**config.mk**
```make
export PLATFORM = sky130hd
export DESIGN_NAME = led_pwm_fader_flat
export DESIGN_NICKNAME = d
export VERILOG_FILES = /design/src/rtl/led_pwm_fader_if.sv /design/src/rtl/led_pwm_fader.sv /design/src/flat_wrapper.sv
export SDC_FILE = /design/constraint.sdc
export NUM_CORES = 1
export LEC_CHECK = 0
export ABC_AREA = 1
export BUFFER_PORTS_ARGS = -buffer_cell sky130_fd_sc_hd__buf_2
export CORE_AREA = 2 2 39 41
export DETAILED_ROUTE_END_ITERATION = 6
export DIE_AREA = 0 0 41 43
export SLEW_MARGIN = 20
export SYNTH_ARGS = -nofsm -noshare
export SYNTH_HDL_FRONTEND = slang
export SYNTH_HIERARCHICAL = 1
export SYNTH_SLANG_ARGS = --single-unit
```
**constraint.sdc**
```tcl
create_clock -name clk -period 0.8 [get_ports clk]
set_input_delay 0.12 -clock clk [delete_from_list [all_inputs] [get_ports clk]]
set_output_delay 0.12 -clock clk [all_outputs]
set_load 0.01 [all_outputs]
```
**src/rtl/led_pwm_fader_if.sv**
```systemverilog
// led_pwm_fader_if: pin-side bundle of the LED PWM fader.
//   led_in  : chaser pattern into the fader, active-low (0 = lit)
//   led_out : PWM drive to the LED pins, active-low
//   busy    : some channel is still fading toward its target
// master = producer of led_in / consumer of led_out, busy (chaser + board side)
// slave  = the fader itself
interface led_pwm_fader_if;
    logic [3:0] led_in;
    logic [3:0] led_out;
    logic       busy;

    modport master (output led_in, input led_out, input busy);
    modport slave  (input led_in, output led_out, output busy);
endinterface

```
**src/rtl/led_pwm_fader.sv**
```systemverilog
// led_pwm_fader: softens the 4-LED chaser by ramping each LED's PWM
// brightness up and down instead of switching it hard.
//   clk      : system clock
//   rst      : asynchronous, active-high reset
//   bus      : led_pwm_fader_if.slave (led_in, led_out, busy)
// Parameters: PWM_BITS (brightness resolution, period 2^PWM_BITS clocks),
//             STEP_DIV (clocks per one-level brightness step).
// Build option: define LED_PWM_FADE_EN to get the fading datapath; without
// it the block is a plain 3-flop delay from led_in to led_out, busy = 0.

`ifdef LED_PWM_FADE_EN
// One channel: brightness level walking one step per tick toward its target.
module led_pwm_lane #(
    parameter int PWM_BITS = 8
) (
    input  logic                clk,
    input  logic                rst,
    input  logic                tick,
    input  logic                off,      // synced led bit, 1 = LED dark
    input  logic [PWM_BITS-1:0] pwm_cnt,
    output logic                lit,
    output logic                differ
);
    localparam logic [PWM_BITS-1:0] MAX = '1;

    logic [PWM_BITS-1:0] level;
    logic [PWM_BITS-1:0] target;

    assign target = off ? '0 : MAX;

    // Target is only ever 0 or MAX, so stepping toward it saturates for free.
    always_ff @(posedge clk or posedge rst) begin
        if (rst) begin
            level <= '0;
        end else if (tick) begin
            if (level < target)
                level <= level + 1'b1;
            else if (level > target)
                level <= level - 1'b1;
        end
    end

    // MAX is forced fully on; otherwise duty is level / 2^PWM_BITS.
    assign lit    = (level == MAX) || (level > pwm_cnt);
    assign differ = (level != target);
endmodule
`endif

module led_pwm_fader #(
    parameter int PWM_BITS = 8,
    parameter int STEP_DIV = 39_062
) (
    input  logic           clk,
    input  logic           rst,
    led_pwm_fader_if.slave bus
);
    localparam int NUM_LANES = 4;

    logic [NUM_LANES-1:0] led_m;
    logic [NUM_LANES-1:0] led_s;

    // Two-flop synchroniser; reset to "all dark".
    always_ff @(posedge clk or posedge rst) begin
        if (rst) begin
            led_m <= '1;
            led_s <= '1;
        end else begin
            led_m <= bus.led_in;
            led_s <= led_m;
        end
    end

`ifdef LED_PWM_FADE_EN
    localparam int PRE_W = (STEP_DIV > 1) ? $clog2(STEP_DIV) : 1;

    logic [PRE_W-1:0]     pre;
    logic                 tick;
    logic [PWM_BITS-1:0]  pwm_cnt;
    logic [NUM_LANES-1:0] lit;
    logic [NUM_LANES-1:0] differ;

    assign tick = (pre == PRE_W'(STEP_DIV - 1));

    // Step prescaler and PWM counter run independently of each other.
    always_ff @(posedge clk or posedge rst) begin
        if (rst) begin
            pre     <= '0;
            pwm_cnt <= '0;
        end else begin
            pre     <= tick ? '0 : pre + 1'b1;
            pwm_cnt <= pwm_cnt + 1'b1;
        end
    end

    for (genvar i = 0; i < NUM_LANES; i++) begin : g_lane
        led_pwm_lane #(.PWM_BITS(PWM_BITS)) u_lane (
            .clk     (clk),
            .rst     (rst),
            .tick    (tick),
            .off     (led_s[i]),
            .pwm_cnt (pwm_cnt),
            .lit     (lit[i]),
            .differ  (differ[i])
        );
    end

    always_ff @(posedge clk or posedge rst) begin
        if (rst) begin
            bus.led_out <= '1;
            bus.busy    <= 1'b0;
        end else begin
            bus.led_out <= ~lit;
            bus.busy    <= |differ;
        end
    end
`else
    always_ff @(posedge clk or posedge rst) begin
        if (rst)
            bus.led_out <= '1;
        else
            bus.led_out <= led_s;
    end

    assign bus.busy = 1'b0;
`endif
endmodule

```
**src/flat_wrapper.sv**
```systemverilog
// flat-port wrapper written by rule: the top's interface ports become plain ports
module led_pwm_fader_flat 
#(
    parameter int PWM_BITS = 8,
    parameter int STEP_DIV = 39_062
)
  (clk, rst, bus_led_in, bus_led_out, bus_busy);
  led_pwm_fader_if bus_i ();
  input  logic clk;
  input  logic rst;
  input wire logic [$bits(bus_i.led_in)-1:0] bus_led_in;
  output wire logic [$bits(bus_i.led_out)-1:0] bus_led_out;
  output wire logic [$bits(bus_i.busy)-1:0] bus_busy;
  assign bus_i.led_in = bus_led_in;
  assign bus_led_out = bus_i.led_out;
  assign bus_busy = bus_i.busy;
  led_pwm_fader #(.PWM_BITS(PWM_BITS), .STEP_DIV(STEP_DIV)) u_core (.clk(clk), .rst(rst), .bus(bus_i));
endmodule
```
==> results by group <==
Critical path
  • Crit path cell chain: buf_6
  • Delay-heaviest family, CP: flip-flops
  • Critical path startpoint category: flop
  • CP required: a little under 0.7 ns
  • Arr. time, crit path: approximately 0.9 ns
  • Worst Setup Path Type: flop to primary output
  • Critical path's largest stage delay: around 0.53 ns
  • Slowest CP cell: dfstp_2
  • CP bufs+invs: 1
  • Crit-path max FO: 1
  • CP Capture Type: primary output

Synth
  • Sequential share of the synthesized area: about 95%
  • Largest family of logic cells by synthesized area: buffers and inverters
  • Compound-gate portion of the synthesized area: 0%
  • Area leader, netlist: dfstp_2
  • Post-Synth Adder-Cell Area: 0%
  • Netlist cell types: 4
  • Yosys warns: 6
  • Ranking of synthesized cells by area: dfstp_2, buf_4, conb_1, inv_1
  • #FFs+latches synth: 12
  • Yosys top cell area share: 95.5%
  • Syn Area/Cell: about 22 µm²
  • Post-synthesis mux area share: 0%
  • Syn Inst Count: 15
  • Syn nets: 21
  • Simple-gate area share of the yosys netlist: 0%
  • Post-Synth XOR/XNOR Area: 0%
  • Post-Syn Area: roughly 330 µm²

Layout
  • Most common cell after layout, fill and taps aside: dfstp_2
  • Share of layout cells above drive strength 1: roughly four fifths
  • N_diodes: 0
  • Nets: 38
  • Commonest cells after routing, fill and taps aside: dfstp_2, buf_2, dlygate4sd3_1, buf_6, clkbuf_4
  • Fin cells: between 40 and 50
  • Final Instance Area: a little under 500 µm²
  • Area Growth Syn to Fin: 48.1%

Clock network
  • Worst-path clk slew: 0.07 ns
  • Clock Sinks: 12
  • Max Root-Sink Buffers: 2
  • CTS tree: done
  • CTS H-tree depth: 1
  • Clock Latency Late Sink: 0.26 ns
  • TritonCTS Buffers: 3
  • Root buf cell: clkbuf_4
  • Postcts setup bufs: 0

Route
  • Drt drc: 0
  • Via Count: 161
  • Routed met3 length: 46 µm
  • Wl on met1: 148 µm
  • Via-to-Cell Ratio: around 3.4
  • DRT iter0 DRCs: 1
  • Post-Route WL: 415 µm
  • Routed length on met2: 220 µm
  • TritonRoute pass-1 iters: 2
  • Detail Route Antenna Nets: 0
  • Highest routed layer: met3
  • WL per Instance: slightly below 9 µm

Floorplan
  • FP Rows: 14
  • Area of the core: 0.00138 mm²
  • Initial core utilization: a little under a quarter
  • Die ar.: approximately 0.0018 mm²
  • Chip Height: 43 µm
  • Die width: between 40 and 50 µm
  • I/O Pins: 11

STA
  • Tmin final: 1.01 ns
  • Achievable Freq: 0.994 GHz
  • RSZ-0062 raised after global routing: true
  • Clock Skew: 0.00292 ns
  • Setup TNS: -0.808 ns
  • Max-slew violation count: 0
  • Post-route setup slack: -0.206 ns
  • Fin crit share: 126%
  • Fin. Hold Viols: 0
  • Final setup fails: 4

Power and ir drop
  • Power Total: 1190 µW
  • Pwr/cell area: 2430 mW/mm²
  • Max VDD drop: approximately 970 µV
  • P_leak: 0.000216 µW

GRT
  • Grt ovf: 0
  • Pin count of the biggest net entering global routing: 13
  • Global-route usage over all layers: roughly 7%
  • Global-route wire length before repair: just under 700 µm
  • Initial antenna violation count: 0
  • Vias in the first global route: 170

Placed design
  • Pre-CTS setup slack: ~0.063 ns
  • Number of port buffers: 9
  • Post-DP Area: a little under 400 µm²
  • Routability congestion estimate: roughly 0.51
  • Placed cell count: 39

Flow run
  • Max cap viols: 0

Status
  • Failing checks: setup timing
  • Status: complete, but fails checks

Worst hold path
  • Type of the worst min-delay path: input pin to async pin
## layer usage
metal	up-vias	GRT usage, %
li1	73	-
met1	78	6.85
met2	10	8.13
met3	0	6.28
met4	0	8.00
met5	-	0
## power breakdown
group | internal (µW) | leakage (µW) | total, µW | switching, µW
clock network | 276 | 0.0000210 | 452 | 176
logic | 40.0 | 0.0000691 | 66.5 | 26.4
registers | 662 | 0.000126 | 673 | 10.9
## state kept, by name (all words and copies together) (netlist names)
register and flops:
u_core/bus.led_out 4, u_core/led_m 4, u_core/led_s 4
## final cells by class
cell class	count	area [µm²]
fill	138	895
sequential	12	315
timing repair buffer	13	110
clock buffer	4	36.3
tap	16	20.0
multi-input combinational	1	3.75
inverter	1	3.75
## cells in the mapped netlist
cell type and n:
conb_1 1, buf_4 1, dfstp_2 12, inv_1 1
## per-stage QoR
stage                     hold WS (ns)  util (%)
final                            0.123      35.4
after global placement           0.225      28.0
after detailed placement         0.228      28.0
after floorplan                  0.124         -
after global routing             0.172      35.4
after CTS                        0.133      35.4
## timing repair
item                                    CTS  global route
gates cloned                              0             0
endpoints found under the hold margin     4             0
endpoints found under the setup margin    4             4
hold buffers                              4             0
resized for setup                         4             0
## worst paths after layout
kind,start,to,slack [ns],cells after the start
setup / recovery,u_core/bus.led_out[2]$_DFF_PP1_,bus_led_out[2],-0.21,1
hold / removal,rst,u_core/bus.led_out[3]$_DFF_PP1_,0.12,2
setup reg to reg,u_core/led_m[2]$_DFF_PP1_,u_core/led_s[2]$_DFF_PP1_,0.22,0
hold reg to reg,u_core/led_s[0]$_DFF_PP1_,u_core/bus.led_out[0]$_DFF_PP1_,0.35,0
max in group asynchronous,rst,u_core/led_s[0]$_DFF_PP1_,0.65,2
min in group clk,u_core/led_s[0]$_DFF_PP1_,u_core/bus.led_out[0]$_DFF_PP1_,0.35,0
## kinds of logic after synthesis
logic type | count (synthesis)
flops | 12
buf+inv | 2
other cells | 1
Power figures use the tool's default switching activity.
